===== config.mk =====
export PLATFORM = sky130hd
export DESIGN_NAME = vscale_hasti_sram_ctrl
export DESIGN_NICKNAME = d
export VERILOG_FILES = /design/src/rtl/vscale_hasti_sram_ctrl.sv
export SDC_FILE = /design/constraint.sdc
export NUM_CORES = 1
export LEC_CHECK = 0
export CAP_MARGIN = 25
export CELL_PAD_IN_SITES_DETAIL_PLACEMENT = 0
export CELL_PAD_IN_SITES_GLOBAL_PLACEMENT = 1
export CORE_MARGIN = 1.5
export CORE_UTILIZATION = 58
export CTS_BUF_LIST = sky130_fd_sc_hd__clkbuf_4 sky130_fd_sc_hd__clkbuf_8 sky130_fd_sc_hd__clkbuf_16
export CTS_CLUSTER_DIAMETER = 120
export DETAILED_ROUTE_END_ITERATION = 16
export DONT_BUFFER_PORTS = 1
export PLACE_DENSITY = 0.93
export REMOVE_ABC_BUFFERS = 1
export SLEW_MARGIN = 20
export SYNTH_ARGS = -nofsm -noshare
export SYNTH_HDL_FRONTEND = slang
export SYNTH_SLANG_ARGS = --single-unit
export TNS_END_PERCENT = 1

===== constraint.sdc =====
create_clock -name clk -period 6.8 [get_ports clk]
set_clock_uncertainty 0.05 [all_clocks]
set_input_delay 1.36 -clock clk [delete_from_list [all_inputs] [get_ports clk]]
set_output_delay 1.36 -clock clk [all_outputs]
set_load 0.01 [all_outputs]

===== src/rtl/vscale_hasti_sram_ctrl.sv =====
// vscale_hasti_sram_ctrl: HASTI slave in front of a word-organised SRAM array.
// Each legal transfer gets a fixed number of wait states before its data
// cycle. Illegal transfers get a two-cycle ERROR response and are counted.
// Read data is registered. A write whose data cycle overlaps the load of a
// read to the same word is forwarded into that read.
module vscale_hasti_sram_ctrl #(
  parameter int NWORDS      = 32,
  parameter int WAIT_STATES = 0
) (
  input  logic        clk,
  input  logic        reset,
  input  logic [31:0] haddr,
  input  logic        hwrite,
  input  logic [2:0]  hsize,
  input  logic [2:0]  hburst,
  input  logic        hmastlock,
  input  logic [3:0]  hprot,
  input  logic [1:0]  htrans,
  input  logic [31:0] hwdata,
  output logic [31:0] hrdata,
  output logic        hready,
  output logic        hresp,
  output logic [7:0]  err_count
);

  localparam int          IDX_W     = (NWORDS > 1) ? $clog2(NWORDS) : 1;
  localparam logic [31:0] NWORDS_W  = 32'(NWORDS);
  localparam logic [1:0]  WAIT_LAST = 2'(WAIT_STATES - 1);
  localparam bit          HAS_WAIT  = (WAIT_STATES > 0);

  typedef enum logic [2:0] {
    ST_IDLE = 3'd0,
    ST_WAIT = 3'd1,
    ST_DATA = 3'd2,
    ST_ERR1 = 3'd3,
    ST_ERR2 = 3'd4
  } state_t;

  state_t           state_r;
  state_t           state_nxt_s;
  logic [31:0]      mem_r [NWORDS];
  logic [IDX_W-1:0] idx_r;
  logic             write_r;
  logic [3:0]       be_r;
  logic [1:0]       wait_cnt_r;
  logic [31:0]      hrdata_r;
  logic [7:0]       err_count_r;

  logic             hready_s;
  logic             hresp_s;
  logic             accept_s;
  logic             illegal_s;
  logic [IDX_W-1:0] haddr_idx_s;
  logic             commit_s;
  logic             load_s;
  logic [IDX_W-1:0] load_idx_s;
  logic             fwd_s;
  logic [31:0]      load_word_s;

  // Inputs the slave has no use for: burst type, lock, protection and the SEQ/NONSEQ bit.
  logic unused_s;
  assign unused_s = ^{hburst, hmastlock, hprot, htrans[0]};

  // Byte lanes touched by a transfer of the given size at the given low address bits.
  function automatic logic [3:0] byte_en_f(input logic [2:0] size, input logic [1:0] lo);
    logic [3:0] be;
    case (size)
      3'b000:  be = 4'b0001 << lo;
      3'b001:  be = lo[1] ? 4'b1100 : 4'b0011;
      3'b010:  be = 4'b1111;
      default: be = 4'b0000;
    endcase
    return be;
  endfunction

  // Replace the enabled bytes of old_w with the matching bytes of new_w.
  function automatic logic [31:0] merge_f(input logic [31:0] old_w, input logic [31:0] new_w,
                                          input logic [3:0] be);
    logic [31:0] m;
    for (int b = 0; b < 4; b++) begin
      m[8*b +: 8] = be[b] ? new_w[8*b +: 8] : old_w[8*b +: 8];
    end
    return m;
  endfunction

  assign haddr_idx_s = haddr[IDX_W+1:2];
  assign hrdata      = hrdata_r;
  assign hready      = hready_s;
  assign hresp       = hresp_s;
  assign err_count   = err_count_r;

  // Address-phase decode: is a transfer accepted this cycle, and is it illegal.
  always_comb begin
    accept_s  = hready_s && htrans[1];
    illegal_s = 1'b0;
    if ({2'b00, haddr[31:2]} >= NWORDS_W) begin
      illegal_s = 1'b1;
    end else if (hsize > 3'b010) begin
      illegal_s = 1'b1;
    end else if ((hsize == 3'b001) && haddr[0]) begin
      illegal_s = 1'b1;
    end else if ((hsize == 3'b010) && (haddr[1:0] != 2'b00)) begin
      illegal_s = 1'b1;
    end else begin
      illegal_s = 1'b0;
    end
  end

  // State register.
  always_ff @(posedge clk) begin
    if (reset) begin
      state_r <= ST_IDLE;
    end else begin
      state_r <= state_nxt_s;
    end
  end

  // Next-state logic: new transfers are accepted only in cycles with hready high.
  always_comb begin
    state_nxt_s = state_r;
    case (state_r)
      ST_IDLE, ST_DATA, ST_ERR2: begin
        if (!accept_s) begin
          state_nxt_s = ST_IDLE;
        end else if (illegal_s) begin
          state_nxt_s = ST_ERR1;
        end else if (HAS_WAIT) begin
          state_nxt_s = ST_WAIT;
        end else begin
          state_nxt_s = ST_DATA;
        end
      end
      ST_WAIT: begin
        if (wait_cnt_r == WAIT_LAST) begin
          state_nxt_s = ST_DATA;
        end else begin
          state_nxt_s = ST_WAIT;
        end
      end
      ST_ERR1: state_nxt_s = ST_ERR2;
      default: state_nxt_s = ST_IDLE;
    endcase
  end

  // Output decode: stall in WAIT and ERR1, flag ERROR in both error cycles.
  always_comb begin
    hready_s = 1'b1;
    hresp_s  = 1'b0;
    case (state_r)
      ST_WAIT: begin
        hready_s = 1'b0;
        hresp_s  = 1'b0;
      end
      ST_ERR1: begin
        hready_s = 1'b0;
        hresp_s  = 1'b1;
      end
      ST_ERR2: begin
        hready_s = 1'b1;
        hresp_s  = 1'b1;
      end
      default: begin
        hready_s = 1'b1;
        hresp_s  = 1'b0;
      end
    endcase
  end

  // Capture the address phase of every accepted transfer.
  always_ff @(posedge clk) begin
    if (reset) begin
      idx_r   <= {IDX_W{1'b0}};
      write_r <= 1'b0;
      be_r    <= 4'b0000;
    end else if (accept_s) begin
      idx_r   <= haddr_idx_s;
      write_r <= hwrite;
      be_r    <= byte_en_f(hsize, haddr[1:0]);
    end
  end

  // Wait-state counter: restarts on accept, advances while stalled.
  always_ff @(posedge clk) begin
    if (reset) begin
      wait_cnt_r <= 2'b00;
    end else if (accept_s) begin
      wait_cnt_r <= 2'b00;
    end else if (state_r == ST_WAIT) begin
      wait_cnt_r <= wait_cnt_r + 2'b01;
    end
  end

  // Write commit at the edge ending a write's data cycle; reset cancels it.
  assign commit_s = (state_r == ST_DATA) && write_r && !reset;

  // Write the enabled bytes into the array. The array itself is never cleared.
  always_ff @(posedge clk) begin
    if (commit_s) begin
      mem_r[idx_r] <= merge_f(mem_r[idx_r], hwdata, be_r);
    end
  end

  // Read-load select: which word enters hrdata on the edge into DATA, with forwarding.
  always_comb begin
    load_s     = 1'b0;
    load_idx_s = idx_r;
    if (state_nxt_s == ST_DATA) begin
      if (state_r == ST_WAIT) begin
        load_s     = !write_r;
        load_idx_s = idx_r;
      end else begin
        load_s     = !hwrite;
        load_idx_s = haddr_idx_s;
      end
    end else begin
      load_s     = 1'b0;
      load_idx_s = idx_r;
    end
    fwd_s       = commit_s && (idx_r == load_idx_s);
    load_word_s = fwd_s ? merge_f(mem_r[load_idx_s], hwdata, be_r) : mem_r[load_idx_s];
  end

  // Read data register: loads on entry to a read data cycle, otherwise holds.
  always_ff @(posedge clk) begin
    if (reset) begin
      hrdata_r <= 32'h0000_0000;
    end else if (load_s) begin
      hrdata_r <= load_word_s;
    end
  end

  // Saturating ERROR counter, stepped as the FSM moves from ERR1 to ERR2.
  always_ff @(posedge clk) begin
    if (reset) begin
      err_count_r <= 8'h00;
    end else if ((state_r == ST_ERR1) && (err_count_r != 8'hFF)) begin
      err_count_r <= err_count_r + 8'h01;
    end
  end

endmodule

==> metrics.md <==
| Metric | Value |
|---|---|
| CP required | `7.31 ns` |
| Postcts setup bufs | `0` |
| Worst setup path class | `in2reg` |
| Htree depth | `3` |
| Slew HR | `24.1%` |
| Cell with the most instances after synthesis | `edfxtp_1` |
| Clk Latency, worst-skew pair | `0.68 ns` |
| Cells after Synth | `3,114` |
| CP max stage delay | `0.66 ns` |
| Final period util | `70.6%` |
| Area grow syn2layout | `9.97%` |
| Final Setup Violations | `0` |
| Worst-margin pin slew | `1.14 ns` |
| Max Slew Vio Count | `0` |
| Hold/Removal Path Class | `reg2reg` |
| Register Area | `0.0319 mm2` |
| Fraction of layout instances using a drive strength above 1 | `9.55%` |
| Crit path max-delay family | `compound AO/OA/AOI/OAI gates` |
| Worst Path Buf+Inv | `2` |
| Worst-path clk slew | `0.06 ns` |
| Starting Density | `58.8%` |
| Via count | `28,151` |
| YS warnings | `0` |
| Post-synth top area share | `70.2%` |
| Routed len/inst | `28.9 um` |
| Port buffer count | `0` |
| Num ports | `122` |
| Most common flop cell mapped by yosys | `edfxtp_1` |
| Final worst slack | `2.00 ns` |
| Clock root cell | `clkbuf_16` |
| Dpl hpwl | `70,500 um` |
| Max Buffers Root-to-Sink | `3` |
| Startpoint Class | `input port` |
| Number of global-route vias before repair | `27,345` |
| Register bit count reported by yosys | `1,079` |
| Die Area | `0.0772 mm2` |
| TritonCTS clock tree | `built` |
| RePlAce Congestion | `0.914` |
| F_max | `208 MHz` |
| Global-route wire length before repair | `173,000 um` |
| Drt via density | `6.87` |
| Post-Route WL | `118,000 um` |
| Multi-input logic area | `0.0108 mm2` |
| Post-CTS Hold Fix Bufs | `0` |
| Gr usage total | `30.4%` |
| Sequential share of the synthesized area | `72.7%` |
| TritonCTS Buffers | `105` |
| Met2 Usage GRT | `47.1%` |
| Top cells by area, synth | `edfxtp_1 (70%), a211oi_1 (3.9%), nand2_1 (3.5%), and3_1 (2.6%), dfxtp_1 (2.5%)` |
| Layout fillers | `5,106` |
| Core area | `0.0746 mm2` |
| Count of flip-flops with a built-in enable after synthesis | `1,024` |
| Largest net degree at the start of global routing | `110` |
| Syn Area/Cell | `14.1 um2` |
| Pleak | `15.1 nW` |
| DRC | `0` |
| Initial DRT Pass Iterations | `6` |
| P per Cell Area | `288 mW/mm2` |
| Dpl ws | `1.03 ns` |
| Grt ovf | `0` |
| RSZ-0062 raised after global routing | `no` |
| Nature of the critical path endpoint | `register` |
| Yosys top cell by area | `edfxtp_1` |
| Critical-path top delay cell | `buf_4` |
| Mapped Area | `0.0438 mm2` |
| Top cells by count, synth | `edfxtp_1 (1,024), nand2_1 (414), a211oi_1 (230)` |
| Met1 Usage GRT | `39.2%` |
| Synth cell types | `64` |
| Status | `completed` |
| Die width | `278 um` |
| Worst VDD drop | `0.236 mV` |
| Grt met3 use | `9.21%` |
| Worst path most repeated cell | `buf_4` |
| Max cap viols | `0` |
| Initial antenna violation count | `7` |
| # rows | `100` |
| Post-route total power | `13.9 mW` |
| Most Crowded Layer GR | `met2` |
| Number of routed nets with antenna violations | `0` |
| DIE HEIGHT | `278 um` |
| CTS resizes | `0` |
| Crit path DAT | `5.31 ns` |
| CTS sink count | `1,079` |
| Crit-path max FO | `68` |
| CP Cell Sequence | `nor4_2 > nand2_1 > o31ai_4 > buf_4 > buf_4 > and3_1 > a211oi_1 > o21ai_0 > o2111ai_1 > o31ai_1` |
| Endpoints failing hold | `0` |
| 1st-iter DRT viols | `3,731` |
| Ys async rst share | `0%` |
| Nets | `3,116` |
| Final min period | `4.80 ns` |
-- final cells by class --
type	count	share of cell area, %
clock inverter	53	1.17
timing repair buffer	66	1.41
antenna	7	0.0364
multi-input combinational	1778	22.5
sequential	1079	66.1
inverter	4	0.0312
tap	969	2.52
clock buffer	140	6.25
-- flip-flops by register name, summed over array words and instances, names as in the netlist --
| name | flops |
|---|---|
| hrdata | 32 |
| err_count | 8 |
| mem_r | 1024 |
| wait_cnt_r | 2 |
| write_r | 1 |
| idx_r | 5 |
| state_r | 3 |
| be_r | 4 |
-- worst paths after layout --
kind	start	endpoint	slack (ns)	cells after the start
worst max register to register	state_r[1]	hrdata[14]	2.66	10
worst min register to register	write_r	write_r	0.44	2
worst max-delay path	haddr[13]	hrdata[8]	2.00	10
worst min-delay path	write_r	write_r	0.44	2
-- report_power, final --
| group | switching (mW) | total (mW) | leakage (nW) | internal, mW |
|---|---|---|---|---|
| clock network | 2.45 | 5.97 | 1.76 | 3.52 |
| registers | 0.00891 | 7.28 | 9.64 | 7.27 |
| logic | 0.435 | 0.630 | 3.66 | 0.195 |
| total | 2.89 | 13.9 | 15.1 | 11.0 |
-- cell usage in the layout, fill, tap and decap left out, types with 8 or more instances in the layout --
cell type	synthesis	layout
edfxtp_1	1024	1024
nand2_1	414	413
a211oi_1	230	230
and3_1	179	179
a21oi_1	175	175
nor2_1	157	156
clkbuf_16	0	109
a21boi_0	79	79
a22oi_1	63	63
a311oi_1	62	62
dfxtp_1	55	55
o21ai_1	53	53
buf_4	12	51
o21ai_0	50	50
a32oi_1	35	35
a22o_1	23	23
clkbuf_4	0	23
or3_1	21	21
a211oi_2	19	19
o2111a_1	19	19
a31o_1	19	19
nor3_1	17	16
clkinv_1	0	15
o31ai_1	14	14
o2111ai_1	13	13
clkinv_2	0	13
o221a_2	12	12
and2_1	11	11
bufinv_16	0	11
buf_12	0	11
nand2b_1	10	10
a32o_1	10	10
o221ai_1	10	10
nand3_1	9	9
clkinvlp_4	0	9
a211o_1	8	8
clkbuf_8	0	8
-- layer usage --
metal  vias to the layer above  wire (um)
li1                      12051          -
met1                     13870      41700
met2                      1870      54800
met3                       356      15400
met4                         4       6500
met5                         -         19
-- logic make-up (layout without fill, tap and decap cells) --
kind of cell | Yosys count | after routing | share of synthesized area, %
buffers and inverters | 257 | 263 | 2.71
XOR/XNOR | 11 | 11 | 0.220
other | 0 | 7 | 0
AND/OR/NAND/NOR | 845 | 845 | 8.98
multiplexers | 7 | 7 | 0.166
adder cells (fa/ha/maj) | 2 | 2 | 0.0571
AO/OA/AOI/OAI | 913 | 913 | 15.2
flip-flops | 1079 | 1079 | 72.7
-- metrics by stage --
step	std cells	util (%)	setup TNS (ns)	instance area [um2]	hold slack, ns
after floorplan	2861	-	-247.51	42600	0.394
after global placement	3891	59.7	0	44500	0.417
after detailed placement	3894	59.8	0	44600	0.423
after CTS	4087	64.6	0	48100	0.432
after global routing	4089	64.6	0	48200	0.462
final	4096	64.6	0	48200	0.437
-- tightest hold or removal path: stages (launching register included) --
cell	delay, ns
dfxtp_1	0.33
nand2_1	0.06
a21oi_1	0.06
Power figures use the tool's default switching activity.
